===== config.mk =====
export PLATFORM = sky130hd
export DESIGN_NAME = sound_mixer_flat
export DESIGN_NICKNAME = d
export VERILOG_FILES = /design/src/rtl/sound_mixer_if.sv /design/src/rtl/sound_mixer.sv /design/src/flat_wrapper.sv
export SDC_FILE = /design/constraint.sdc
export NUM_CORES = 1
export LEC_CHECK = 0
export CAP_MARGIN = 20
export CORE_ASPECT_RATIO = 1.2
export CORE_MARGIN = 3
export CORE_UTILIZATION = 30
export CTS_BUF_LIST = sky130_fd_sc_hd__clkbuf_8
export DETAILED_ROUTE_END_ITERATION = 12
export GPL_TIMING_DRIVEN = 0
export PLACE_DENSITY = 0.47
export SETUP_SLACK_MARGIN = 0.1
export SLEW_MARGIN = 15
export SYNTH_ARGS = -nofsm -noshare
export SYNTH_HDL_FRONTEND = slang
export SYNTH_SLANG_ARGS = --single-unit

===== constraint.sdc =====
create_clock -name system_clock -period 3.8 [get_ports system_clock]
set_clock_uncertainty 0.15 [all_clocks]
set_input_delay 0.76 -clock system_clock [delete_from_list [all_inputs] [get_ports system_clock]]
set_output_delay 0.76 -clock system_clock [all_outputs]
set_load 0.05 [all_outputs]

===== src/rtl/sound_mixer_if.sv =====
// sound_mixer_if
//   Groups the codec-side handshake and the APU register/channel inputs
//   of the sound mixer into one bundle.
//   master : drives new_sample, channel_1..4, NR50/NR51/NR52; observes outputs
//   slave  : the mixer; consumes the inputs, drives hphone_l/hphone_r,
//            hphone_valid, busy and overrun
interface sound_mixer_if;
  logic        new_sample;
  logic [3:0]  channel_1;
  logic [3:0]  channel_2;
  logic [3:0]  channel_3;
  logic [3:0]  channel_4;
  logic [7:0]  NR50;
  logic [7:0]  NR51;
  logic [7:0]  NR52;
  logic [23:0] hphone_l;
  logic [23:0] hphone_r;
  logic        hphone_valid;
  logic        busy;
  logic        overrun;

  modport master (
    output new_sample, channel_1, channel_2, channel_3, channel_4,
    output NR50, NR51, NR52,
    input  hphone_l, hphone_r, hphone_valid, busy, overrun
  );

  modport slave (
    input  new_sample, channel_1, channel_2, channel_3, channel_4,
    input  NR50, NR51, NR52,
    output hphone_l, hphone_r, hphone_valid, busy, overrun
  );
endinterface


===== src/rtl/sound_mixer.sv =====
// sound_mixer
//   Mixes four 4-bit APU channel amplitudes into a left/right 24-bit sample
//   on each codec request. Inputs are snapshotted at the request, summed per
//   side according to the panning enables, scaled by the master volume and
//   presented with a one-cycle valid strobe, 6 cycles after the request.
// Ports
//   system_clock : rising-edge clock for all state
//   reset        : synchronous, active-high reset
//   bus          : sound_mixer_if.slave (request, channels, NR50-52, outputs)
//
// state | meaning
// IDLE  | waiting for new_sample; the only state a mix may start from
// ACC   | 4 cycles, adds channel idx+1 to each enabled side accumulator
// SCALE | multiplies accumulators by (volume + 1), or zero if master off
// OUT   | loads hphone_l/hphone_r and raises hphone_valid for one cycle
module sound_mixer (
  input  logic          system_clock,
  input  logic          reset,
  sound_mixer_if.slave  bus
);

  typedef enum logic [1:0] {
    IDLE  = 2'd0,
    ACC   = 2'd1,
    SCALE = 2'd2,
    OUT   = 2'd3
  } state_t;

  state_t      state;
  state_t      state_nxt;

  logic        start;
  logic        acc_step;
  logic        scale_step;
  logic        out_step;
  logic        busy_int;

  logic [1:0]  idx;
  logic [3:0]  snap_ch [4];
  logic [7:0]  snap_pan;
  logic [2:0]  snap_vol_l;
  logic [2:0]  snap_vol_r;
  logic        snap_en;

  logic [5:0]  acc_l;
  logic [5:0]  acc_r;
  logic [8:0]  scaled_l;
  logic [8:0]  scaled_r;

  logic [3:0]  ch_sel;
  logic        pan_l;
  logic        pan_r;
  logic [3:0]  gain_l;
  logic [3:0]  gain_r;
  logic [8:0]  mul_l;
  logic [8:0]  mul_r;

  // Register bits with no function in the mixer.
  logic        unused_bits;
  assign unused_bits = ^{bus.NR52[6:0], bus.NR50[7], bus.NR50[3]};

  // ---------------------------------------------------------------- FSM
  always_ff @(posedge system_clock) begin
    if (reset) begin
      state <= IDLE;
    end else begin
      state <= state_nxt;
    end
  end

  always_comb begin
    state_nxt  = state;
    start      = 1'b0;
    acc_step   = 1'b0;
    scale_step = 1'b0;
    out_step   = 1'b0;
    busy_int   = 1'b1;
    case (state)
      IDLE: begin
        busy_int = 1'b0;
        if (bus.new_sample) begin
          start     = 1'b1;
          state_nxt = ACC;
        end
      end
      ACC: begin
        acc_step = 1'b1;
        if (idx == 2'd3) begin
          state_nxt = SCALE;
        end
      end
      SCALE: begin
        scale_step = 1'b1;
        state_nxt  = OUT;
      end
      OUT: begin
        // Returning to IDLE this edge; a request seen now is still refused.
        out_step  = 1'b1;
        state_nxt = IDLE;
      end
      default: begin
        state_nxt = IDLE;
      end
    endcase
  end

  assign bus.busy = busy_int;

  // ----------------------------------------------------------- datapath
  assign ch_sel = snap_ch[idx];
  assign pan_l  = snap_pan[{1'b1, idx}];
  assign pan_r  = snap_pan[{1'b0, idx}];

  // Accumulators peak at 60 and gains at 8, so products fit 9 bits (<= 480).
  assign gain_l = {1'b0, snap_vol_l} + 4'd1;
  assign gain_r = {1'b0, snap_vol_r} + 4'd1;
  assign mul_l  = {3'b000, acc_l} * {5'b00000, gain_l};
  assign mul_r  = {3'b000, acc_r} * {5'b00000, gain_r};

  always_ff @(posedge system_clock) begin
    if (reset) begin
      idx              <= 2'd0;
      snap_ch[0]       <= 4'd0;
      snap_ch[1]       <= 4'd0;
      snap_ch[2]       <= 4'd0;
      snap_ch[3]       <= 4'd0;
      snap_pan         <= 8'd0;
      snap_vol_l       <= 3'd0;
      snap_vol_r       <= 3'd0;
      snap_en          <= 1'b0;
      acc_l            <= 6'd0;
      acc_r            <= 6'd0;
      scaled_l         <= 9'd0;
      scaled_r         <= 9'd0;
      bus.hphone_l     <= 24'd0;
      bus.hphone_r     <= 24'd0;
      bus.hphone_valid <= 1'b0;
      bus.overrun      <= 1'b0;
    end else begin
      bus.hphone_valid <= 1'b0;
      bus.overrun      <= bus.new_sample & busy_int;

      if (start) begin
        snap_ch[0] <= bus.channel_1;
        snap_ch[1] <= bus.channel_2;
        snap_ch[2] <= bus.channel_3;
        snap_ch[3] <= bus.channel_4;
        snap_pan   <= bus.NR51;
        snap_vol_l <= bus.NR50[6:4];
        snap_vol_r <= bus.NR50[2:0];
        snap_en    <= bus.NR52[7];
        acc_l      <= 6'd0;
        acc_r      <= 6'd0;
        idx        <= 2'd0;
      end

      if (acc_step) begin
        if (pan_l) begin
          acc_l <= acc_l + {2'b00, ch_sel};
        end
        if (pan_r) begin
          acc_r <= acc_r + {2'b00, ch_sel};
        end
        // Wraps 3 -> 0 on the last channel, leaving idx ready for next mix.
        idx <= idx + 2'd1;
      end

      if (scale_step) begin
        scaled_l <= snap_en ? mul_l : 9'd0;
        scaled_r <= snap_en ? mul_r : 9'd0;
      end

      if (out_step) begin
        bus.hphone_l     <= {scaled_l, 15'd0};
        bus.hphone_r     <= {scaled_r, 15'd0};
        bus.hphone_valid <= 1'b1;
      end
    end
  end

endmodule


===== src/flat_wrapper.sv =====
// flat-port wrapper written by rule: the top's interface ports become plain ports
module sound_mixer_flat 
  (system_clock, reset, bus_new_sample, bus_channel_1, bus_channel_2, bus_channel_3, bus_channel_4, bus_NR50, bus_NR51, bus_NR52, bus_hphone_l, bus_hphone_r, bus_hphone_valid, bus_busy, bus_overrun);
  sound_mixer_if bus_i ();
  input  logic system_clock;
  input  logic reset;
  input wire logic [$bits(bus_i.new_sample)-1:0] bus_new_sample;
  input wire logic [$bits(bus_i.channel_1)-1:0] bus_channel_1;
  input wire logic [$bits(bus_i.channel_2)-1:0] bus_channel_2;
  input wire logic [$bits(bus_i.channel_3)-1:0] bus_channel_3;
  input wire logic [$bits(bus_i.channel_4)-1:0] bus_channel_4;
  input wire logic [$bits(bus_i.NR50)-1:0] bus_NR50;
  input wire logic [$bits(bus_i.NR51)-1:0] bus_NR51;
  input wire logic [$bits(bus_i.NR52)-1:0] bus_NR52;
  output wire logic [$bits(bus_i.hphone_l)-1:0] bus_hphone_l;
  output wire logic [$bits(bus_i.hphone_r)-1:0] bus_hphone_r;
  output wire logic [$bits(bus_i.hphone_valid)-1:0] bus_hphone_valid;
  output wire logic [$bits(bus_i.busy)-1:0] bus_busy;
  output wire logic [$bits(bus_i.overrun)-1:0] bus_overrun;
  assign bus_i.new_sample = bus_new_sample;
  assign bus_i.channel_1 = bus_channel_1;
  assign bus_i.channel_2 = bus_channel_2;
  assign bus_i.channel_3 = bus_channel_3;
  assign bus_i.channel_4 = bus_channel_4;
  assign bus_i.NR50 = bus_NR50;
  assign bus_i.NR51 = bus_NR51;
  assign bus_i.NR52 = bus_NR52;
  assign bus_hphone_l = bus_i.hphone_l;
  assign bus_hphone_r = bus_i.hphone_r;
  assign bus_hphone_valid = bus_i.hphone_valid;
  assign bus_busy = bus_i.busy;
  assign bus_overrun = bus_i.overrun;
  sound_mixer u_core (.system_clock(system_clock), .reset(reset), .bus(bus_i));
endmodule

==> results of run 1 <==
==> cells by family (layout without fill, tap and decap cells) <==
kind of cell             Yosys count  after routing  synth area share (%)
AO/OA/AOI/OAI                     82             82                  10.1
XOR/XNOR                          20             20                  3.39
adder cells (fa/ha/maj)           58             58                  16.7
buffers and inverters             90            162                  9.07
flip-flops                        87             87                  36.8
multiplexers                      28             28                  6.88
other                              1             30                0.0727
AND/OR/NAND/NOR                  183            183                  16.9
==> flip-flops by register name, summed over array words and instances (netlist names), named ones only <==
register	cells
u_core.acc_l	6
u_core.acc_r	6
u_core.bus.hphone_l	9
u_core.bus.hphone_r	9
u_core.bus.hphone_valid	1
u_core.bus.overrun	1
u_core.idx	2
u_core.scaled_l	9
u_core.scaled_r	9
u_core.snap_ch	16
u_core.snap_en	1
u_core.snap_pan	8
u_core.snap_vol_l	3
u_core.snap_vol_r	3
u_core.state	2
==> per-layer routing <==
metal  GRT usage, %  vias to the layer above  part of all wire (%)  routed length (µm)
met5              0                        -                     0                   0
met4           3.27                        0                  0.87                  99
met3           3.75                        6                   5.2                 590
met2           21.2                       75                    49                5570
met1           15.2                     1744                    45                5140
li1               -                     1949                     -                   -
==> worst max-delay path: stages (launching register included) <==
cell and delay (ns):
dfxtp_4 0.38, ha_1 0.23, xor2_2 0.17, and2_1 0.18
fa_1 0.50, inv_1 0.06, fa_1 0.52, inv_1 0.04
ha_1 0.37, a211oi_2 0.24, o21bai_1 0.12, a21oi_2 0.19
xnor2_2 0.11, a22o_1 0.20
==> cell usage in the layout (no fill, tap or decap), drive strengths merged, types with 8 or more instances in the layout <==
cell,instances
xnor2,8
buf,38
nand2,57
nand2b,8
nor2b,16
ha,40
and2,34
xor2,12
fa,18
a22o,10
conb,30
clkdlybuf4s50,54
dfxtp,71
a31oi,8
edfxtp,16
nor2,53
mux2i,22
a21oi,44
inv,41
clkbuf,23
==> final timing paths <==
path                        start            endpoint  slack [ns]  cells past startpoint
max          u_core.snap_vol_r[0]  u_core.scaled_r[8]        0.26                     13
min                u_core.snap_en      u_core.snap_en        0.31                      2
min reg2reg        u_core.snap_en      u_core.snap_en        0.31                      2
max reg2reg  u_core.snap_vol_r[0]  u_core.scaled_r[8]        0.26                     13
==> power groups by stage <==
| stage | Clock, W | Sequential (W) | Combinational [W] |
|---|---|---|---|
| 2_1_floorplan | 0 | 0.00113 | 0.000572 |
| 3_3_place_gp | 0 | 0.00114 | 0.000782 |
| 3_5_place_dp | 0 | 0.00115 | 0.000799 |
| 4_1_cts | 0.000696 | 0.00113 | 0.000812 |
| 5_1_grt | 0.000732 | 0.00115 | 0.000891 |
| 6_report | 0.000661 | 0.00113 | 0.000804 |
==> area by class of cell <==
class / instances / area [µm²]
Clock buffer: 9 / 124
Multi-Input combinational cell: 401 / 2970
Sequential cell: 87 / 1910
Timing Repair Buffer: 56 / 556
Inverter: 40 / 150
Buffer: 50 / 318
Tap cell: 212 / 265
Fill cell: 1706 / 10200
Clock inverter: 7 / 72.6
==> what timing repair did <==
item,in CTS,in global routing
pin swaps,0,0
buffers inserted,2,0
endpoints found under the setup margin,5,4
hold endpoints to repair,0,0
resized for setup,4,12
==> stage by stage <==
stage | hold slack [ns] | setup slack, ns
global route | 0.342 | 0.0662
floorplan | 0.282 | 0.284
finish | 0.306 | 0.264
CTS | 0.305 | 0.139
detailed placement | 0.293 | -0.135
global placement | 0.294 | -0.133
==> flow_summary.json, run 1 <==
{
  "finish.instance_area_um2": 6360,
  "numCtsBuffers": 9,
  "net_switching_power_w": 0.000935,
  "design.final.nets": 746,
  "post_place_cell_area_um2": 6080,
  "tritoncts": "done",
  "syn-instance-count": 549,
  "post_layout_instance_count_excluding_filler_cells": 862,
  "clock_sinks": 87,
  "dieArea_um2": 18800,
  "finalWeightedCongestion": 0.772,
  "die_height_um": 150,
  "grt_antenna_before_repair": 0,
  "postLayoutCoreUtil_pct": 38.5,
  "gr-total-overflow": 0,
  "synth-async-reset-ratio_pct": 0,
  "insertion_delay_ns": 0.37,
  "detailed_place_hpwl_um": 8820,
  "layout-area-overhead-vs-synth_pct": 23.3,
  "syn-cell-area_um2": 5160,
  "data_arrival_at_the_endpoint_of_the_critical_path_ns": 3.65,
  "vias_in_the_first_global_route": 3767,
  "criticalPathCategory": "register to register",
  "power_total_w": 0.00260,
  "finalMaxSlewViolations": 0,
  "worstSetupStartpointType": "register",
  "final-setup-viol-count": 0,
  "syn_area_per_cell_um2": 9.40,
  "synth_ff_type": "dfxtp_1",
  "vdd_ir_drop_max_mv": 0.324,
  "rsz0062_at_grt": "no",
  "setup-tns-final_ns": 0,
  "floorplan.initialDensity_pct": 31.2,
  "synth-seq-area-share_pct": 36.8,
  "fraction_of_layout_instances_using_a_drive_strength_above_1_pct": 11.7,
  "post-place-cells": 844,
  "synth-edff-count": 16,
  "rows": 51,
  "fin_crit_ns": 3.54,
  "grt_start_max_net_pins": 17,
  "routed_wl_um": 11400,
  "share_comb_of_total_power_pct": 31.0,
  "final_min_period_over_clock_period_pct": 93.1,
  "antenna_cells": 0,
  "static-leakage-power_nw": 2.77,
  "clk_root_buffer_cell": "clkbuf_8",
  "routed_via_density": 4.38,
  "synth-seq-cells": 87,
  "dr.first_iter.drc_count": 149,
  "post_synth_num_cell_types": 37,
  "yosysMostFrequentCell": "dfxtp_1",
  "worstSetupEndpointType": "register",
  "power_switching_share_pct": 36.0,
  "yosys_top_cell_area_share_pct": 27.5,
  "cell_internal_pwr_w": 0.00166,
  "slew_headroom_pct": 52.1,
  "avgRoutedWirePerCell_um": 13.2,
  "post_synth_most_frequent_cells": "71 x dfxtp_1, 55 x nand2_1, 53 x nor2_1",
  "critical_path.max_fanout": 9,
  "die_width_um": 126,
  "postRouteAntennaNets": 0,
  "pwr-share-clk_pct": 25.5,
  "ioPinCount": 94,
  "clkTransAtPathRegs_ns": 0.09,
  "port-buffer-count": 54,
  "power-per-cell-area_nw_per_um2": 408,
  "cap_violations": 0,
  "critical_path_required_ns": 3.92,
  "synthesis.yosys.warnings": 0,
  "result_of_the_run": "complete, no violations",
  "measured_slew_at_the_worst_slew_check_pin_ns": 0.718,
  "synth.area.top_cells": "dfxtp_1 28%, ha_1 9.7%, edfxtp_1 9.3%",
  "drt_pre_antenna_iters": 4,
  "final_hold_viol_count": 0,
  "drt_drc_violations_left": 0,
  "synthDominantAreaCellType": "dfxtp_1",
  "via_count": 3774,
  "coreArea_um2": 16500,
  "htreeDepth": 3,
  "wire_length_of_the_first_global_routing_pass_um": 18600,
  "cts_buffer_depth": 2,
  "worstHoldPathType": "register to register",
  "share_seq_of_total_power_pct": 43.5,
  "postCtsHoldBufs": 0,
  "fmax_ghz": 0.283,
  "grt_util_all_layers_pct": 12.4
}
Power figures use the tool's default switching activity.
==> run 2, diff against run 1 <==
--- a/config.mk
+++ b/config.mk
@@ -8,11 +8,12 @@
 export CAP_MARGIN = 20
 export CORE_ASPECT_RATIO = 1.2
 export CORE_MARGIN = 3
-export CORE_UTILIZATION = 30
+export CORE_UTILIZATION = 45
 export CTS_BUF_LIST = sky130_fd_sc_hd__clkbuf_8
 export DETAILED_ROUTE_END_ITERATION = 12
 export GPL_TIMING_DRIVEN = 0
-export PLACE_DENSITY = 0.47
+export PLACE_DENSITY = 0.66
+export REMOVE_ABC_BUFFERS = 1
 export SETUP_SLACK_MARGIN = 0.1
 export SLEW_MARGIN = 15
 export SYNTH_ARGS = -nofsm -noshare
==> run 2 against run 1 <==
Die area down 32%; global-route usage up 3.4 points; fmax about the same; clock power up 12%; via count down 4.4%; routed wire length down 15%; flip-flop and latch count unchanged; setup slack worse by 0.0035 ns; sequential share of layout area up 1.9 points; critical path depth down 1; cell count down 12%; combinational power down 7.8%.
==> flow_summary.json, run 2 (synthesized netlist as in run 1, its figures left out) <==
{
  "result_of_the_run": "complete, no violations",
  "die_height_um": 123,
  "cap_violations": 0,
  "cell_internal_pwr_w": 0.00171,
  "floorplan.initialDensity_pct": 46.3,
  "final-setup-viol-count": 0,
  "share_seq_of_total_power_pct": 43.1,
  "routed_wl_um": 9710,
  "net_switching_power_w": 0.000892,
  "dr.first_iter.drc_count": 79,
  "critical_path.max_fanout": 9,
  "clkTransAtPathRegs_ns": 0.09,
  "pwr-share-clk_pct": 28.5,
  "final_critical_path_setup_slack_ns": 0.260,
  "register_ranked_first_by_flip_flop_count": "u_core.snap_ch",
  "dieArea_um2": 12800,
  "critical-path-top-delay-family": "adder cells",
  "postRouteAntennaNets": 0,
  "power_total_w": 0.00261,
  "cp_cell_sequence": "ha_1, xor2_2, nand2_1, fa_1, fa_1, inv_1, fa_1, a211oi_2, o21bai_1, a21oi_1, xnor2_1, a22o_1",
  "final_min_period_over_clock_period_pct": 93.1,
  "final_hold_viol_count": 0,
  "critical-path-slowest-cell": "fa_1",
  "criticalPathCategory": "register to register",
  "coreArea_um2": 11100,
  "power_switching_share_pct": 34.2,
  "fmax_ghz": 0.283,
  "r2r_slack_ns": 0.26,
  "critical_path.most_common_cell": "fa_1",
  "routed_via_density": 4.77,
  "grt_antenna_before_repair": 0,
  "detailedPlace.worstSlack_ns": -0.0526,
  "data_arrival_at_the_endpoint_of_the_critical_path_ns": 3.66,
  "worstSetupStartpointType": "register",
  "rows": 42,
  "postLayoutCoreUtil_pct": 53.8,
  "avgRoutedWirePerCell_um": 12.8,
  "grt_util_all_layers_pct": 15.7,
  "tritoncts": "done",
  "numCtsBuffers": 9,
  "wire_length_of_the_first_global_routing_pass_um": 16100,
  "largest_reg_flops": 16,
  "filler_cell_count": 1062,
  "static-leakage-power_nw": 2.60,
  "rsz0062_at_grt": "no",
  "detailed_place_hpwl_um": 7240,
  "clk_root_buffer_cell": "clkbuf_8",
  "vdd_ir_drop_max_mv": 0.219,
  "worstHoldPathType": "register to register",
  "layout-area-overhead-vs-synth_pct": 16.1,
  "drt_pre_antenna_iters": 4,
  "share_comb_of_total_power_pct": 28.4,
  "antenna_cells": 0,
  "critical_path_required_ns": 3.92,
  "finalMaxSlewViolations": 0,
  "gr-total-overflow": 0,
  "cts_buffer_depth": 2,
  "crit_buf_inv": 1,
  "max_stage_delay_ns": 0.55,
  "vias_in_the_first_global_route": 3497,
  "setup-tns-final_ns": 0,
  "ioPinCount": 94,
  "worstSetupEndpointType": "register",
  "grt_start_max_net_pins": 40,
  "htreeDepth": 3,
  "via_count": 3608,
  "layout_common_cells": "69 x dfxtp_1, 55 x nand2_1, 53 x nor2_1, 53 x clkdlybuf4s50_1, 44 x a21oi_1",
  "fin_crit_ns": 3.54,
  "insertion_delay_ns": 0.38,
  "measured_slew_at_the_worst_slew_check_pin_ns": 0.889,
  "postCtsHoldBufs": 0,
  "finalWeightedCongestion": 0.848,
  "drt_drc_violations_left": 0,
  "slew_headroom_pct": 40.6,
  "port-buffer-count": 54,
  "fraction_of_layout_instances_using_a_drive_strength_above_1_pct": 6.48,
  "power-per-cell-area_nw_per_um2": 435,
  "most_common_cell_after_layout_fill_and_taps_aside": "dfxtp_1",
  "design.final.nets": 698,
  "clock_sinks": 87,
  "die_width_um": 104
}
## run 2: cell count changes in the layout (fill, tap and decap cells not counted), sizes merged
cell	previous run	this run
clkdlybuf4s50	54	53
clkinv	5	1
buf	38	5
bufinv	1	2
clkinvlp	0	1
clkbuf	23	10
inv	41	42
## run 2: worst min-delay path: cells and delay by family (launching register included)
family          cells  cell delay (ns)
flops               1             0.32
simple gates        1             0.05
compound gates      1             0.05
## run 2: timing repair
action,4_1_cts,5_1_grt
setup buffers,0,2
endpoints found under the setup margin,4,4
pin swaps,0,1
resized for setup,4,4
## run 2: final cells by class
type,count,area (µm²),area share [%]
clock buffers,10,138,2.30
clock inverters,6,90.1,1.50
inverters,40,150,2.51
multi-input cells,401,2930,48.8
flip-flops and latches,87,1910,31.9
well taps,154,193,3.22
repair buffers,58,586,9.77
## run 2: path summary, 6_finish.rpt
check,startpoint,endpoint,cells after the start
hold / removal,u_core.snap_pan[0],u_core.snap_pan[0],2
hold reg to reg,u_core.snap_pan[0],u_core.snap_pan[0],2
setup reg to reg,u_core.snap_vol_r[0],u_core.scaled_r[8],12
setup / recovery,u_core.snap_vol_r[0],u_core.scaled_r[8],12
## run 2: power by group through the flow
stage	Combinational [W]	Sequential, W	Clock [W]
5_1_grt	0.000816	0.00114	0.000801
4_1_cts	0.000745	0.00113	0.000761
3_5_place_dp	0.000736	0.00115	0
2_1_floorplan	0.000520	0.00113	0
6_report	0.000741	0.00112	0.000741
3_3_place_gp	0.000711	0.00114	0
## run 2: layer usage
metal,up-vias,track usage [%],routed length [µm],share of wire (%)
met4,0,7.98,259,2.7
li1,1852,-,-,-
met5,-,0,0,0
met2,65,27.9,4780,49
met1,1675,18.2,4320,44
met3,16,3.19,356,3.7
## run 2: metrics by stage
step	hold slack, ns	std cells	area (µm²)
after floorplan	0.276	528	4950
after global placement	0.291	736	5690
after detailed placement	0.298	738	5720
after CTS	0.311	754	5960
after global routing	0.333	756	5990
final	0.310	756	5990
==> run 3, diff against run 2 <==
--- a/config.mk
+++ b/config.mk
@@ -8,11 +8,12 @@
 export CAP_MARGIN = 20
 export CORE_ASPECT_RATIO = 1.2
 export CORE_MARGIN = 3
-export CORE_UTILIZATION = 45
+export CORE_UTILIZATION = 55
 export CTS_BUF_LIST = sky130_fd_sc_hd__clkbuf_8
 export DETAILED_ROUTE_END_ITERATION = 12
 export GPL_TIMING_DRIVEN = 0
-export PLACE_DENSITY = 0.66
+export PLACE_DENSITY = 0.79
+export RECOVER_POWER = 100
 export REMOVE_ABC_BUFFERS = 1
 export SETUP_SLACK_MARGIN = 0.1
 export SLEW_MARGIN = 15
==> run 3 against run 2 <==
Register-to-register slack hardly changed; utilization is 11 points higher; routed wire length is 2.5% lower; sequential power hardly changed; total power is 6.2% lower; global-route usage is 2.7 points higher; via count is 1.1% higher; non-clock buffer count stayed put; combinational power is 3.0% lower; sequential share of layout area is 0.58 points higher; critical path type unchanged.
==> flow_summary.json, run 3 (synthesized netlist as in run 1, its figures left out) <==
{
  "data_arrival_at_the_endpoint_of_the_critical_path_ns": 3.65,
  "cap_violations": 0,
  "crit_buf_inv": 1,
  "antenna_cells": 0,
  "post-place-cells": 704,
  "power-per-cell-area_nw_per_um2": 415,
  "reg2reg_from": "u_core.snap_vol_r[0]",
  "wire_length_of_the_first_global_routing_pass_um": 15700,
  "vdd_ir_drop_max_mv": 0.263,
  "worst_hold_startpoint": "u_core.snap_pan[4]",
  "avgRoutedWirePerCell_um": 13.1,
  "routed_via_density": 5.05,
  "via_count": 3646,
  "postRouteAntennaNets": 0,
  "fraction_of_layout_instances_using_a_drive_strength_above_1_pct": 5.65,
  "final_hold_viol_count": 0,
  "dieArea_um2": 10600,
  "htreeDepth": 3,
  "critical_path.max_fanout": 9,
  "cts_buffer_depth": 2,
  "coreArea_um2": 9080,
  "critical-path-slowest-cell": "fa_1",
  "critical-path-top-delay-family": "adder cells",
  "die_width_um": 94.4,
  "gr-total-overflow": 0,
  "floorplan.initialDensity_pct": 56.8,
  "grt_util_all_layers_pct": 18.5,
  "largest_reg_flops": 16,
  "grt_start_max_net_pins": 43,
  "fin_crit_ns": 3.55,
  "grt_antenna_before_repair": 0,
  "die_height_um": 112,
  "worst_r2r_endpoint": "u_core.scaled_r[8]",
  "most_common_cell_after_layout_fill_and_taps_aside": "dfxtp_1",
  "critical_path.most_common_cell": "fa_1",
  "rows": 38,
  "register_ranked_first_by_flip_flop_count": "u_core.snap_ch",
  "dr.first_iter.drc_count": 137,
  "fmax_ghz": 0.281,
  "layout_common_cells": "69 x dfxtp_1, 55 x nand2_1, 53 x nor2_1",
  "layout-area-overhead-vs-synth_pct": 14.0,
  "critical_path_required_ns": 3.89,
  "routed_wl_um": 9470,
  "r2r_slack_ns": 0.25,
  "final_min_period_over_clock_period_pct": 93.5,
  "final-setup-viol-count": 0,
  "post_layout_instance_count_excluding_filler_cells": 722,
  "final_critical_path_setup_slack_ns": 0.246,
  "clk_root_buffer_cell": "clkbuf_8",
  "drt_pre_antenna_iters": 4,
  "worst-r2r-cell-count": 12,
  "ioPinCount": 94,
  "max_stage_delay_ns": 0.54,
  "cp_cell_sequence": "ha_1, xor2_2, nand2_1, fa_1, fa_1, inv_1, fa_1, a211oi_1, o21bai_1, a21oi_1, xnor2_1, a22o_1",
  "finalWeightedCongestion": 0.769,
  "result_of_the_run": "complete, no violations",
  "worstHoldPathType": "register to register",
  "criticalPathCategory": "register to register",
  "hold_path_end": "u_core.snap_pan[4]",
  "drt_drc_violations_left": 0,
  "port-buffer-count": 54,
  "clock_sinks": 87,
  "clkTransAtPathRegs_ns": 0.08,
  "worstSetupEndpointType": "register",
  "detailed_place_hpwl_um": 7120,
  "power_total_w": 0.00244,
  "insertion_delay_ns": 0.35,
  "rsz0062_at_grt": "yes",
  "hold_crit_depth": 2,
  "static-leakage-power_nw": 2.63,
  "numCtsBuffers": 9,
  "measured_slew_at_the_worst_slew_check_pin_ns": 1.10,
  "tritoncts": "done",
  "design.final.nets": 698,
  "vias_in_the_first_global_route": 3579,
  "detailedPlace.worstSlack_ns": -0.117,
  "finalMaxSlewViolations": 0,
  "worstSetupStartpointType": "register",
  "slew_headroom_pct": 26.7
}
## run 3: worst max-delay path by stage
stage / from / endpoint / slack, ns / depth (start not counted)
after CTS: u_core.snap_vol_l[0] / u_core.scaled_l[8] / 0.07 / 12
final: u_core.snap_vol_r[0] / u_core.scaled_r[8] / 0.25 / 12
after floorplan: u_core.snap_vol_l[0] / u_core.scaled_l[8] / 0.28 / 12
after global routing: u_core.snap_vol_l[0] / u_core.scaled_l[8] / 0.09 / 13
after detailed placement: u_core.snap_vol_l[0] / u_core.scaled_l[8] / -0.12 / 12
after global placement: reset / u_core.snap_ch[2][3] / -0.49 / 3
## run 3: repair_timing
item	CTS	global route
endpoints found under the setup margin	2	2
cloned	0	0
pin swaps	0	1
buffers inserted	0	2
hold buffers	0	0
gates resized for setup	4	4
## run 3: stage by stage
step / setup TNS (ns) / util (%) / hold slack [ns] / cell area [µm²]
2_1_floorplan: 0 / - / 0.276 / 4950
3_3_place_gp: -15.73 / 62.1 / 0.290 / 5640
3_5_place_dp: -0.180 / 62.5 / 0.298 / 5670
4_1_cts: 0 / 64.6 / 0.309 / 5870
5_1_grt: 0 / 64.8 / 0.332 / 5880
6_report: 0 / 64.8 / 0.312 / 5880
## run 3: layout make-up
type / instances / area (µm²)
Tap cell: 120 / 150
Sequential cell: 87 / 1910
Inverter: 40 / 150
Timing Repair Buffer: 58 / 571
Fill cell: 711 / 3200
Clock inverter: 7 / 56.3
Multi-Input combinational cell: 401 / 2920
Clock buffer: 9 / 124
## run 3: worst reg2reg max path, stage by stage, from the launching register on
cell      delay [ns]
dfxtp_4         0.38
ha_1            0.23
xor2_2          0.19
nand2_1         0.11
fa_1            0.50
fa_1            0.54
inv_1           0.07
fa_1            0.48
a211oi_1        0.25
o21bai_1        0.11
a21oi_1         0.18
xnor2_1         0.09
a22o_1          0.19
## run 3: layer usage
metal,wire length (µm),track usage [%],up-vias
met5,0,0,-
met3,403,3.55,20
li1,-,-,1853
met1,3820,20.4,1690
met4,289,8.19,0
met2,4950,33.7,83
## run 3: power by group
group,internal [W],total (W),leakage (nW),switching [W]
clock network,0.000294,0.000601,0.103,0.000307
registers,0.00105,0.00112,0.749,0.0000700
logic,0.000256,0.000719,1.78,0.000463
total,0.00160,0.00244,2.63,0.000840
